--- config.mk ---
export PLATFORM = sky130hd
export DESIGN_NAME = spi_slave_rx
export DESIGN_NICKNAME = d
export VERILOG_FILES = /design/src/rtl/spi_slave_rx.sv
export SDC_FILE = /design/constraint.sdc
export NUM_CORES = 1
export LEC_CHECK = 0
export ABC_CLOCK_PERIOD_IN_PS = 1800
export CORE_AREA = 2 2 73 75
export CTS_BUF_LIST = sky130_fd_sc_hd__clkbuf_16
export DETAILED_ROUTE_END_ITERATION = 12
export DIE_AREA = 0 0 75 77
export PLACE_DENSITY = 0.73
export SETUP_SLACK_MARGIN = 0.15
export SYNTH_ARGS = -nofsm -noshare
export SYNTH_HDL_FRONTEND = slang
export SYNTH_SLANG_ARGS = --single-unit
--- constraint.sdc ---
create_clock -name clk -period 1.8 [get_ports clk]
set_input_delay 0.27 -clock clk [delete_from_list [all_inputs] [get_ports clk]]
set_output_delay 0.27 -clock clk [all_outputs]
set_load 0.1 [all_outputs]
--- src/rtl/spi_slave_rx.sv ---
// SPI mode-0 responder: oversamples sclk/mosi/load in the clk domain, receives
// a WIDTH-bit word on mosi and returns a WIDTH-bit word on miso, MSB first.
module spi_slave_rx #(
  parameter int WIDTH       = 13,
  parameter int SYNC_STAGES = 2
) (
  input  logic             clk,
  input  logic             rst_n,
  input  logic             sclk,
  input  logic             mosi,
  input  logic             load,
  input  logic [WIDTH-1:0] tx_dat,
  output logic             miso,
  output logic [WIDTH-1:0] rx_dat,
  output logic             rx_valid,
  output logic             frm_err,
  output logic             busy
);

  localparam int CW = $clog2(WIDTH + 2);

  typedef enum logic [1:0] {
    IDLE,
    ACTIVE,
    FRAME_END
  } state_t;

  state_t state_q, state_d;

  logic [SYNC_STAGES-1:0] sclk_sync, mosi_sync, load_sync;
  logic                   sclk_hist, mosi_hist, load_hist;
  logic                   sclk_rise, sclk_fall, load_rise, load_fall;
  logic [SYNC_STAGES:0]   settle;
  logic                   armed;

  logic [WIDTH-2:0]       tx_sh;
  logic [WIDTH-1:0]       rx_sh;
  logic [CW-1:0]          cnt;

  logic                   frame_start;
  logic                   cnt_full;

  // Synchronizers, one history flop per line, and registered edge pulses so an
  // edge is acted on in the cycle after it reaches the last sync stage.
  always_ff @(posedge clk) begin
    if (!rst_n) begin
      sclk_sync <= '0;
      mosi_sync <= '0;
      load_sync <= '1;
      sclk_hist <= 1'b0;
      mosi_hist <= 1'b0;
      load_hist <= 1'b1;
      sclk_rise <= 1'b0;
      sclk_fall <= 1'b0;
      load_rise <= 1'b0;
      load_fall <= 1'b0;
    end else begin
      sclk_sync <= {sclk_sync[SYNC_STAGES-2:0], sclk};
      mosi_sync <= {mosi_sync[SYNC_STAGES-2:0], mosi};
      load_sync <= {load_sync[SYNC_STAGES-2:0], load};
      sclk_hist <= sclk_sync[SYNC_STAGES-1];
      mosi_hist <= mosi_sync[SYNC_STAGES-1];
      load_hist <= load_sync[SYNC_STAGES-1];
      sclk_rise <= sclk_sync[SYNC_STAGES-1] & ~sclk_hist;
      sclk_fall <= ~sclk_sync[SYNC_STAGES-1] & sclk_hist;
      load_rise <= load_sync[SYNC_STAGES-1] & ~load_hist;
      load_fall <= ~load_sync[SYNC_STAGES-1] & load_hist;
    end
  end

  // A reset taken mid-frame leaves load low; arming only after load is seen
  // high with real samples keeps the rest of that frame from restarting us.
  always_ff @(posedge clk) begin
    if (!rst_n) begin
      settle <= '0;
      armed  <= 1'b0;
    end else begin
      settle <= {settle[SYNC_STAGES-1:0], 1'b1};
      if (settle[SYNC_STAGES] && load_hist) begin
        armed <= 1'b1;
      end
    end
  end

  assign frame_start = load_fall & armed;
  assign cnt_full    = (cnt == CW'(WIDTH));

  always_ff @(posedge clk) begin
    if (!rst_n) begin
      state_q <= IDLE;
    end else begin
      state_q <= state_d;
    end
  end

  always_comb begin
    state_d  = state_q;
    busy     = 1'b0;
    rx_valid = 1'b0;
    frm_err  = 1'b0;
    case (state_q)
      IDLE: begin
        if (frame_start) begin
          state_d = ACTIVE;
        end
      end
      ACTIVE: begin
        busy = 1'b1;
        if (load_rise) begin
          state_d = FRAME_END;
        end
      end
      FRAME_END: begin
        rx_valid = cnt_full;
        frm_err  = ~cnt_full;
        state_d  = IDLE;
      end
      default: begin
        state_d = IDLE;
      end
    endcase
  end

  // Load rising edge takes priority over any sclk edge seen in the same cycle;
  // rx_dat is written on entry to FRAME_END so it is already valid with the strobe.
  always_ff @(posedge clk) begin
    if (!rst_n) begin
      tx_sh  <= '0;
      rx_sh  <= '0;
      cnt    <= '0;
      miso   <= 1'b0;
      rx_dat <= '0;
    end else begin
      case (state_q)
        IDLE: begin
          miso <= 1'b0;
          if (frame_start) begin
            tx_sh <= tx_dat[WIDTH-2:0];
            cnt   <= '0;
            miso  <= tx_dat[WIDTH-1];
          end
        end
        ACTIVE: begin
          if (load_rise) begin
            if (cnt_full) begin
              rx_dat <= rx_sh;
            end
          end else if (sclk_rise) begin
            rx_sh <= {rx_sh[WIDTH-2:0], mosi_hist};
            if (cnt != CW'(WIDTH + 1)) begin
              cnt <= cnt + 1'b1;
            end
          end else if (sclk_fall) begin
            tx_sh <= tx_sh << 1;
            miso  <= tx_sh[WIDTH-2];
          end
        end
        FRAME_END: begin
          miso <= 1'b0;
        end
        default: begin
          miso <= 1'b0;
        end
      endcase
    end
  end

endmodule

==> results of run 1 <==
-- layout make-up --
| class | instances | area [sq um] |
|---|---|---|
| Tap cell | 70 | 87.58 |
| Multi-Input combinational cell | 177 | 1106 |
| Sequential cell | 62 | 1255 |
| Clock buffer | 9 | 225.2 |
| Timing Repair Buffer | 44 | 417.9 |
| Inverter | 10 | 37.54 |
| Clock inverter | 7 | 56.30 |
| Fill cell | 448 | 1792 |
-- worst paths after layout --
kind / from / to / slack [ns] / depth (start not counted)
worst max-delay path: cnt[1]$_SDFFE_PN0P_ / frm_err / 0.19 / 5
worst min-delay path: sclk_sync[1]$_SDFF_PN0_ / sclk_fall$_SDFF_PN0_ / 0.40 / 1
worst max register to register: load_rise$_SDFF_PN0_ / tx_sh[8]$_SDFFE_PN0P_ / 0.42 / 3
worst min register to register: sclk_sync[1]$_SDFF_PN0_ / sclk_fall$_SDFF_PN0_ / 0.40 / 1
-- report_power, final --
part           switching, mW  leakage [nW]  internal [mW]
Sequential           0.00707         0.506           1.39
Combinational         0.0411         0.571         0.0557
Clock                  0.557         0.145           1.05
-- kinds of logic after synthesis --
family          after synthesis  synth area share, %
simple gates                 98                21.42
compound gates               69                17.41
flops                        62                50.95
buf+inv                      30                5.804
mux                           7                2.876
fa+ha+maj                     3                1.541
-- what timing repair did --
action | CTS | global route
resized for setup | 8 | 5
pin swaps | 1 | 2
setup buffers | 1 | 0
setup endpoints to repair | 3 | 3
-- metrics by stage --
step / setup slack [ns] / hold WS, ns
after floorplan: 0.1098 / 0.2977
after global placement: 0.2669 / 0.3914
after CTS: 0.1458 / 0.4031
after detailed placement: 0.2466 / 0.3929
final: 0.1878 / 0.3972
after global routing: 0.1490 / 0.4247
-- worst max-delay path, cell delays in order, from the launching register on --
cell and delay (ns):
sky130_fd_sc_hd__dfxtp_4 0.34, sky130_fd_sc_hd__inv_2 0.04, sky130_fd_sc_hd__ha_4 0.15, sky130_fd_sc_hd__and3_4 0.20
sky130_fd_sc_hd__nor2_4 0.11, sky130_fd_sc_hd__buf_12 0.18
-- per-layer routing --
layer / vias to the layer above / wire length, um
met2: 32 / 2179
met3: 10 / 131
met5: - / 0
met1: 902 / 2074
met4: 0 / 121
li1: 1001 / -
-- synth_stat cells --
cell	n	area (sq um)
sky130_fd_sc_hd__mux2i_1	7	70.07
sky130_fd_sc_hd__o21ai_0	13	65.06
sky130_fd_sc_hd__nor3b_1	1	7.510
sky130_fd_sc_hd__a31o_2	1	8.760
sky130_fd_sc_hd__nand3b_1	1	7.510
sky130_fd_sc_hd__o2bb2ai_1	1	8.760
sky130_fd_sc_hd__or3_1	1	6.260
sky130_fd_sc_hd__nor2b_1	6	37.54
sky130_fd_sc_hd__nor2_1	6	22.52
sky130_fd_sc_hd__buf_6	3	33.78
sky130_fd_sc_hd__nand2_1	37	138.9
sky130_fd_sc_hd__and2_1	8	50.05
sky130_fd_sc_hd__nand4_1	1	6.260
sky130_fd_sc_hd__nand3_1	16	80.08
sky130_fd_sc_hd__a41oi_1	1	8.760
sky130_fd_sc_hd__buf_2	5	25.02
sky130_fd_sc_hd__a221oi_1	5	43.79
sky130_fd_sc_hd__nor3_1	1	5.000
sky130_fd_sc_hd__o211ai_1	6	45.04
sky130_fd_sc_hd__o21a_1	1	7.510
sky130_fd_sc_hd__ha_1	3	37.54
sky130_fd_sc_hd__a21oi_1	29	145.1
sky130_fd_sc_hd__clkbuf_1	11	41.29
sky130_fd_sc_hd__a21o_1	2	15.01
sky130_fd_sc_hd__a211oi_1	7	52.55
sky130_fd_sc_hd__a311oi_1	1	8.760
sky130_fd_sc_hd__nand2b_1	12	75.07
sky130_fd_sc_hd__and3b_1	1	8.760
sky130_fd_sc_hd__nand4bb_1	2	22.52
sky130_fd_sc_hd__and4bb_2	1	12.51
sky130_fd_sc_hd__and3_1	2	12.51
sky130_fd_sc_hd__buf_1	1	3.750
sky130_fd_sc_hd__o31ai_1	2	15.01
sky130_fd_sc_hd__inv_1	10	37.54
sky130_fd_sc_hd__nand3b_4	1	20.02
sky130_fd_sc_hd__dfxtp_1	62	1241
sky130_fd_sc_hd__or3b_2	1	8.760
-- sequential cells by signal, summed over array words and instances (netlist names), 2 cells and up --
name       count
cnt            4
state_q        2
rx_dat        13
load_sync      2
rx_sh         13
settle         3
sclk_sync      2
mosi_sync      2
tx_sh         12
==> metrics.txt, run 1 <==
power after layout=3.093 mW; effective utilization at floorplan=48.94%; worst-skew pair later-pin latency=0.32 ns; sequential cell area fraction in the yosys report=50.95%; Core ar.=4977 sq um; post-route fraction of the period consumed by the critical path=between 80% and 90%; maximum root-to-sink buffer count=2; maxcap violations=0; number of rows in the core area=26; P per Cell Area=971.1 nW/um^2; area added between synthesis and finish=30.77%; Die X=75 um; level count of the clock H-tree=3; met2 Resource Use GR=27.98%; overall via count from detail_route=1945; number of I/O pins=35; Inserted Diodes=0; final hold viol count=0; Die Footprint=5775 sq um; Routed WL=4.507 mm; startpoint-to-endpoint class of the critical path=flip-flop to output port; Detailed Routing Iterations Pass 1=4; Period minus WS final=1.612 ns; number of antenna violations at the first check in global routing=0; crit path launch type=flip-flop; first-pass GRT wire length=7.990 mm; post-layout util=between 60% and 70%; Clock transition at path regs=~0.050 ns; most common library cell in the layout ignoring fill and taps=sky130_fd_sc_hd__dfxtp_1; post-synthesis cell area=2436 sq um; Max Slew Vio Count=0; warning count from the yosys run=0; sum of overflow across all layers after global routing=0; count of different cell masters after synthesis=37; synthesized net count=290; total global routing track utilization=17.89%; Cell Count, Final, Fillers Out=around 380; CP required=1.53 ns; type of element capturing the critical path=output port; grt peak-use layer=met2; number of standard cells after synthesis=269; maximum number of pins on one net before global-route repair=32; maximum clock frequency=a little over 0.6 GHz; count of clock tree sinks=between 60 and 70; RSZ-0062 raised after global routing=yes; post-route ant nets=0; master cell of the clock root buffer=sky130_fd_sc_hd__clkbuf_16; estimated wirelength of the detail-placed design=about 3.0 mm; First DRT Iteration DRCs=94; worst slew slack as a fraction of its limit=66.82%; Crit Path Max Fanout=7; placed cell count=approximately 360; vias per cell=between 5 and 6; vias in the first global route=between 1500 and 2000; placed instance area=2859 sq um; result of the run=completed; global routing usage on met1=21.83%; mean instance size in the synthesized netlist=9.056 sq um; Leakage Power=1.222 nW; DIE HEIGHT=approximately 77 um; number of buffers added by the clock tree synthesis step=9; layout cells sized above 1=18.12%; class of the tightest hold or removal check=flip-flop to flip-flop; met3 GRT Util=3.679%; count of endpoints failing setup in the final report=0; Final Net Count=325; global placer's final weighted congestion=0.7331; remaining routing DRC violations=0; Worst VDD drop=0.5696 mV; final setup skew=0.003019 ns; actual transition at the worst max-transition pin=0.4962 ns; Total Negative Setup Slacks=0 ns; leading cell types in the layout, fill and taps excluded=sky130_fd_sc_hd__dfxtp_1 (57), sky130_fd_sc_hd__nand2_1 (37), sky130_fd_sc_hd__a21oi_1 (29); post-route standard cell area excluding fillers=3186 sq um; arrival time at the worst endpoint=1.34 ns; WL/cell=11.89 um; IO Port Bufs=34; #FFs+latches synth=62; clock tree from TritonCTS=yes; number of hold buffers added after cts=0
Power figures use the tool's default switching activity.
==> run 2, diff against run 1 <==
Settings changed: CTS_BUF_LIST sky130_fd_sc_hd__clkbuf_16 to sky130_fd_sc_hd__clkbuf_2.
==> run 2 against run 1 <==
Effect of this change:
- first-iteration DRC count increased by 30%
- cell count increased by 0.79%
- flip-flop and latch count unchanged
- critical path type unchanged
- largest cell class unchanged
- highest routed layer unchanged
==> metrics.txt, run 2 (synthesis results as in run 1) <==
result of the run=completed (unchanged); proportion of power drawn by flip-flops and latches=61.1% (was 45.1%); Max Slew Vio Count=0 (unchanged); number of antenna violations at the first check in global routing=0 (unchanged); path depth of the worst reg2reg path=4 (was 3); Worst VDD drop=0.4110 mV (was 0.5696 mV); Routed WL=4.502 mm (was 4.507 mm); cell internal pwr=1.751 mW (was 2.488 mW); maxcap violations=0 (unchanged); number of buffers added by the clock tree synthesis step=9 (unchanged); Final Net Count=328 (was 325); Crit Path Max Fanout=5 (was 7); actual transition at the worst max-transition pin=0.4926 ns (was 0.4962 ns); sum of met2 wire segment lengths after detailed routing=2.080 mm (was 2.179 mm); Core ar.=4977 sq um (unchanged); post-route ant nets=0 (unchanged); sum of overflow across all layers after global routing=0 (unchanged); worst setup slack for register-to-register paths=0.33 ns (was 0.42 ns); CP required=1.53 ns (about the same); CP max stage cell=sky130_fd_sc_hd__dfxtp_4 (unchanged); overall via count from detail_route=1955 (was 1945); vias in the first global route=1807 (was 1887); count of cells along the worst hold path=2 (was 1); cell-by-cell listing of the critical path=ha_4 -> and3_4 -> nor2_4 -> buf_12 (was inv_2 -> ha_4 -> and3_4 -> nor2_4 -> buf_12); Period minus WS final=1.773 ns (was 1.612 ns); type of element capturing the critical path=output port (unchanged); end of the worst hold path=load_sync[0]$_SDFF_PN1_ (was sclk_fall$_SDFF_PN0_); leading cell types in the layout, fill and taps excluded=sky130_fd_sc_hd__dfxtp_1 (57), sky130_fd_sc_hd__nand2_1 (37), sky130_fd_sc_hd__a21oi_1 (29) (unchanged); count of clock tree sinks=62 (unchanged); DIE HEIGHT=77 um (unchanged); maximum root-to-sink buffer count=2 (unchanged); First DRT Iteration DRCs=122 (was 94); remaining routing DRC violations=0 (unchanged); maximum number of pins on one net before global-route repair=32 (unchanged); beginning of the worst register-to-register path=state_q[0]$_SDFFE_PN0P_ (was load_rise$_SDFF_PN0_); Die Footprint=5775 sq um (unchanged); maximum clock frequency=0.5642 GHz (was 0.6203 GHz); area added between synthesis and finish=25.22% (was 30.77%); hold wc startpoint=load (was sclk_sync[1]$_SDFF_PN0_); category of cells accounting for the largest share of critical-path delay=flip-flops (unchanged); effective utilization at floorplan=48.94% (unchanged); DRT met1 WL=2.136 mm (was 2.074 mm); crit path launch type=flip-flop (unchanged); Net Switching=0.5254 mW (was 0.6050 mW); Critical R2R Capture=tx_sh[8]$_SDFFE_PN0P_ (unchanged); level count of the clock H-tree=3 (unchanged); post-route fraction of the period consumed by the critical path=98.47% (was 89.57%); Clock transition at path regs=0.16 ns (was 0.05 ns); Critical Path Start=cnt[0]$_SDFFE_PN0P_ (was cnt[1]$_SDFFE_PN0P_); WL/cell=11.79 um (was 11.89 um); count of endpoints failing setup in the final report=0 (unchanged); estimated wirelength of the detail-placed design=2.975 mm (unchanged); clock tree from TritonCTS=yes (unchanged); clock group share of total power=34.6% (was 51.8%); layout cells sized above 1=19.87% (was 18.12%); master cell of the clock root buffer=sky130_fd_sc_hd__clkbuf_2 (was sky130_fd_sc_hd__clkbuf_16); P per Cell Area=746.4 nW/um^2 (was 971.1 nW/um^2); worst-skew pair later-pin latency=0.47 ns (was 0.32 ns); RSZ-0062 raised after global routing=yes (unchanged); number of fillers in the final layout=465 (was 448); registers with the highest flip-flop counts=rx_dat (13), rx_sh (13), tx_sh (12) (unchanged); most common library cell in the layout ignoring fill and taps=sky130_fd_sc_hd__dfxtp_1 (unchanged); Comb pwr share=4.3% (was 3.1%); Cell Count, Final, Fillers Out=382 (was 379); final setup skew=0.01288 ns (was 0.003019 ns); worst slew slack as a fraction of its limit=67.16% (was 66.82%); startpoint-to-endpoint class of the critical path=flip-flop to output port (unchanged); final hold viol count=0 (unchanged); stage delay of the slowest cell on the critical path=0.40 ns (was 0.34 ns); vias per cell=5.118 (was 5.132); arrival time at the worst endpoint=1.50 ns (was 1.34 ns); Leakage Power=1.162 nW (was 1.222 nW); total global routing track utilization=17.56% (was 17.89%); Die X=75 um (unchanged); Worst Hold Slack=0.3546 ns (was 0.3972 ns); IO Port Bufs=34 (unchanged); number of I/O pins=35 (unchanged); class of the tightest hold or removal check=input pin to flip-flop (was flip-flop to flip-flop); placed cell count=362 (unchanged); met3 wire len=163 um (was 131 um); Sw Ratio=23.08% (was 19.56%); Inserted Diodes=0 (unchanged); Bufs and invs on worst path=1 (was 2); first-pass GRT wire length=7.810 mm (was 7.990 mm); Detailed Routing Iterations Pass 1=4 (unchanged); global placer's final weighted congestion=0.7331 (unchanged); number of rows in the core area=26 (unchanged); DR top layer=met4 (unchanged)
## run 2: cell count changes in the layout (fill, tap and decap cells not counted), sizes merged
cell and change:
clkbuf +1, buf +3, inv -1
## run 2: worst max-delay path by stage
stage / to / depth (start not counted)
global route: frm_err / 5
global placement: cnt[0]$_SDFFE_PN0P_ / 4
CTS: frm_err / 5
finish: frm_err / 4
floorplan: frm_err / 6
detailed placement: cnt[0]$_SDFFE_PN0P_ / 4
## run 2: area by class of cell
class,count,area [sq um],area share [%]
clock buffer,10,50.05,1.641
clock inverter,6,52.55,1.723
sequential,62,1257,41.22
inverter,10,40.04,1.313
tap,70,87.58,2.871
multi-input combinational,177,1114,36.51
timing repair buffer,47,449.2,14.73
## run 2: power by group through the flow
stage	clock network [mW]	registers [mW]	logic (mW)
2_1_floorplan	0	1.42	0.0503
3_3_place_gp	0	1.43	0.0969
3_5_place_dp	0	1.43	0.0975
4_1_cts	0.809	1.39	0.0989
5_1_grt	0.875	1.39	0.109
6_report	0.788	1.39	0.0982
## run 2: repair_timing
item / in CTS / in global routing
gates resized for setup: 16 / 3
setup endpoints to repair: 3 / 3
pin swaps: 1 / 1
hold buffers: 0 / 0
setup buffers: 3 / 1
## run 2: worst register-to-register path, stage by stage, from the launching register on
cell	delay [ns]
sky130_fd_sc_hd__dfxtp_4	0.39
sky130_fd_sc_hd__buf_6	0.14
sky130_fd_sc_hd__nand3b_4	0.18
sky130_fd_sc_hd__a21o_1	0.34
sky130_fd_sc_hd__a221oi_1	0.34
## run 2: through the flow
step	utilization [%]	total power [mW]	worst slack, ns	instance area, sq um	setup TNS (ns)
after global routing	61.29	2.378	-0.04685	3050	-0.06472
after floorplan	-	1.475	0.1098	2492	0
after global placement	57.44	1.522	0.2669	2859	0
after CTS	60.91	2.298	-0.01238	3032	-0.01238
final	61.29	2.277	0.02746	3050	0
after detailed placement	57.44	1.523	0.2466	2859	0
## run 2: metal layers
metal	up-vias	GRT usage, %
li1	1003	-
met3	13	3.548
met4	0	10.71
met5	-	0
met1	898	21.48
met2	41	27.63
==> run 3, diff against run 2 <==
Settings changed: ABC_CLOCK_PERIOD_IN_PS 1800 to 2200.
Clock period 1.8 ns to 2.2 ns, I/O delays scaled along.
==> run 3 against run 2 <==
Effect of this change:
- non-clock buffer count is 7 lower
- worst setup slack improved by 0.25 ns
- register-to-register slack gained 0.35 ns
- die area stayed put
- sequential power down 18%
- clock-buffer cell count is 1 higher
- critical path type unchanged
- clock power is 32% lower
- critical path depth rose by 1
- highest routed layer unchanged
==> metrics.txt, run 3 (synthesis results as in run 1) <==
estimated wirelength of the detail-placed design=2.972 mm (was 2.975 mm); category of cells accounting for the largest share of critical-path delay=flip-flops (unchanged); Worst VDD drop=0.4101 mV (was 0.4110 mV); result of the run=completed (unchanged); most common library cell in the layout ignoring fill and taps=sky130_fd_sc_hd__dfxtp_1 (unchanged); class of the tightest hold or removal check=flip-flop to flip-flop (was input pin to flip-flop); Clock transition at path regs=0.16 ns (about the same); first-pass GRT wire length=7.817 mm (was 7.810 mm); arrival time at the worst endpoint=1.59 ns (was 1.50 ns); leading cell types in the layout, fill and taps excluded=sky130_fd_sc_hd__dfxtp_1 (58), sky130_fd_sc_hd__nand2_1 (37), sky130_fd_sc_hd__a21oi_1 (29) (was sky130_fd_sc_hd__dfxtp_1 (57), sky130_fd_sc_hd__nand2_1 (37), sky130_fd_sc_hd__a21oi_1 (29)); type of element capturing the critical path=output port (unchanged); Final Net Count=321 (was 328); maxcap violations=0 (unchanged); overall via count from detail_route=1950 (was 1955); Inserted Diodes=0 (unchanged); worst slew slack as a fraction of its limit=63.37% (was 67.16%); startpoint-to-endpoint class of the critical path=flip-flop to output port (unchanged); actual transition at the worst max-transition pin=0.5464 ns (was 0.4926 ns); Period minus WS final=1.923 ns; worst setup slack for register-to-register paths=0.68 ns (was 0.33 ns); number of buffers added by the clock tree synthesis step=9 (unchanged); First DRT Iteration DRCs=120 (was 122); registers with the highest flip-flop counts=rx_dat (13), rx_sh (13), tx_sh (12) (unchanged); count of endpoints failing setup in the final report=0 (unchanged); number of antenna violations at the first check in global routing=0 (unchanged); Bufs and invs on worst path=2 (was 1); area of the multi-input gates=1074 sq um (was 1114 sq um); Die Footprint=5775 sq um (unchanged); level count of the clock H-tree=3 (unchanged); number of hold buffers added after cts=0 (unchanged); vias per cell=5.200 (was 5.118); clock tree from TritonCTS=yes (unchanged); placed cell count=358 (was 362); global placer's final weighted congestion=0.7209 (was 0.7331); Die X=75 um (unchanged); maximum clock frequency=0.5200 GHz; Total Negative Setup Slacks=0 ns (unchanged); Routed WL=4.465 mm (was 4.502 mm); CP max stage cell=sky130_fd_sc_hd__dfxtp_4 (unchanged); final hold viol count=0 (unchanged); area added between synthesis and finish=19.93% (was 25.22%); post-route fraction of the period consumed by the critical path=87.41%; DIE HEIGHT=77 um (unchanged); Core ar.=4977 sq um (unchanged); sum of overflow across all layers after global routing=0 (unchanged); effective utilization at floorplan=48.94% (unchanged); stage delay of the slowest cell on the critical path=0.40 ns (about the same); CP required=1.87 ns (was 1.53 ns); number of fillers in the final layout=468 (was 465); RSZ-0062 raised after global routing=no (was yes); worst-skew pair later-pin latency=0.47 ns (about the same); number of I/O pins=35 (unchanged); Sequential cell area=1249 sq um (was 1257 sq um); remaining routing DRC violations=0 (unchanged); total global routing track utilization=17.59% (was 17.56%); maximum root-to-sink buffer count=2 (unchanged); final setup skew=0.01827 ns (was 0.01288 ns); count of clock tree sinks=62 (unchanged); number of rows in the core area=26 (unchanged); cell-by-cell listing of the critical path=inv_1 -> ha_1 -> and3_4 -> nor2_4 -> buf_12 (was ha_4 -> and3_4 -> nor2_4 -> buf_12); Max Slew Vio Count=0 (unchanged); post-route ant nets=0 (unchanged); Leakage Power=1.116 nW (was 1.162 nW); Detailed Routing Iterations Pass 1=4 (unchanged); WL/cell=11.91 um (was 11.79 um); Cell Count, Final, Fillers Out=375 (was 382); maximum number of pins on one net before global-route repair=32 (unchanged); layout cells sized above 1=16.07% (was 19.87%); vias in the first global route=1734 (was 1807); IO Port Bufs=34 (unchanged); master cell of the clock root buffer=sky130_fd_sc_hd__clkbuf_2 (unchanged); Crit Path Max Fanout=5 (unchanged); P per Cell Area=603.1 nW/um^2 (was 746.4 nW/um^2); crit path launch type=flip-flop (unchanged)
run 3: per-stage QoR:
stage / hold slack (ns) / total power, mW / utilization [%] / area, sq um / setup WS, ns
4_1_cts: 0.3757 / 1.783 / 58.35 / 2904 / 0.1660
3_5_place_dp: 0.3998 / 1.250 / 56.66 / 2820 / 0.5507
3_3_place_gp: 0.3928 / 1.249 / 56.66 / 2820 / 0.6169
5_1_grt: 0.3905 / 1.846 / 58.70 / 2922 / 0.1713
2_1_floorplan: 0.3577 / 1.206 / - / 2451 / 0.2918
6_report: 0.4074 / 1.762 / 58.70 / 2922 / 0.2771
run 3: what timing repair did:
action	CTS	global route
endpoints found under the setup margin	3	3
setup buffers	0	1
gates cloned	0	0
resized for setup	2	4
run 3: per-layer routing:
layer	vias to the layer above	share of wire, %	global-route usage [%]
li1	993	-	-
met1	891	47	23.13
met2	55	46	25.96
met3	11	4.1	3.942
met4	0	2.7	10.18
met5	-	0	0
run 3: worst paths after layout:
kind	startpoint	end	depth (start not counted)
worst max register to register	state_q[1]$_SDFFE_PN0P_	cnt[3]$_SDFFE_PN0P_	3
worst min-delay path	sclk_hist$_SDFF_PN0_	sclk_rise$_SDFF_PN0_	1
worst min register to register	sclk_hist$_SDFF_PN0_	sclk_rise$_SDFF_PN0_	1
worst max-delay path	cnt[1]$_SDFFE_PN0P_	frm_err	5
run 3: final cells by class:
type | count | share of cell area [%]
Sequential cell | 62 | 42.74
Multi-Input combinational cell | 177 | 36.75
Timing Repair Buffer | 40 | 13.45
Tap cell | 70 | 2.998
Clock buffer | 11 | 1.884
Inverter | 10 | 1.285
Clock inverter | 5 | 0.8994
run 3: power by group:
group	switching, mW	total (mW)	internal (mW)
registers	0.00572	1.14	1.14
logic	0.0350	0.0826	0.0475
clock network	0.389	0.538	0.149
total	0.430	1.76	1.33
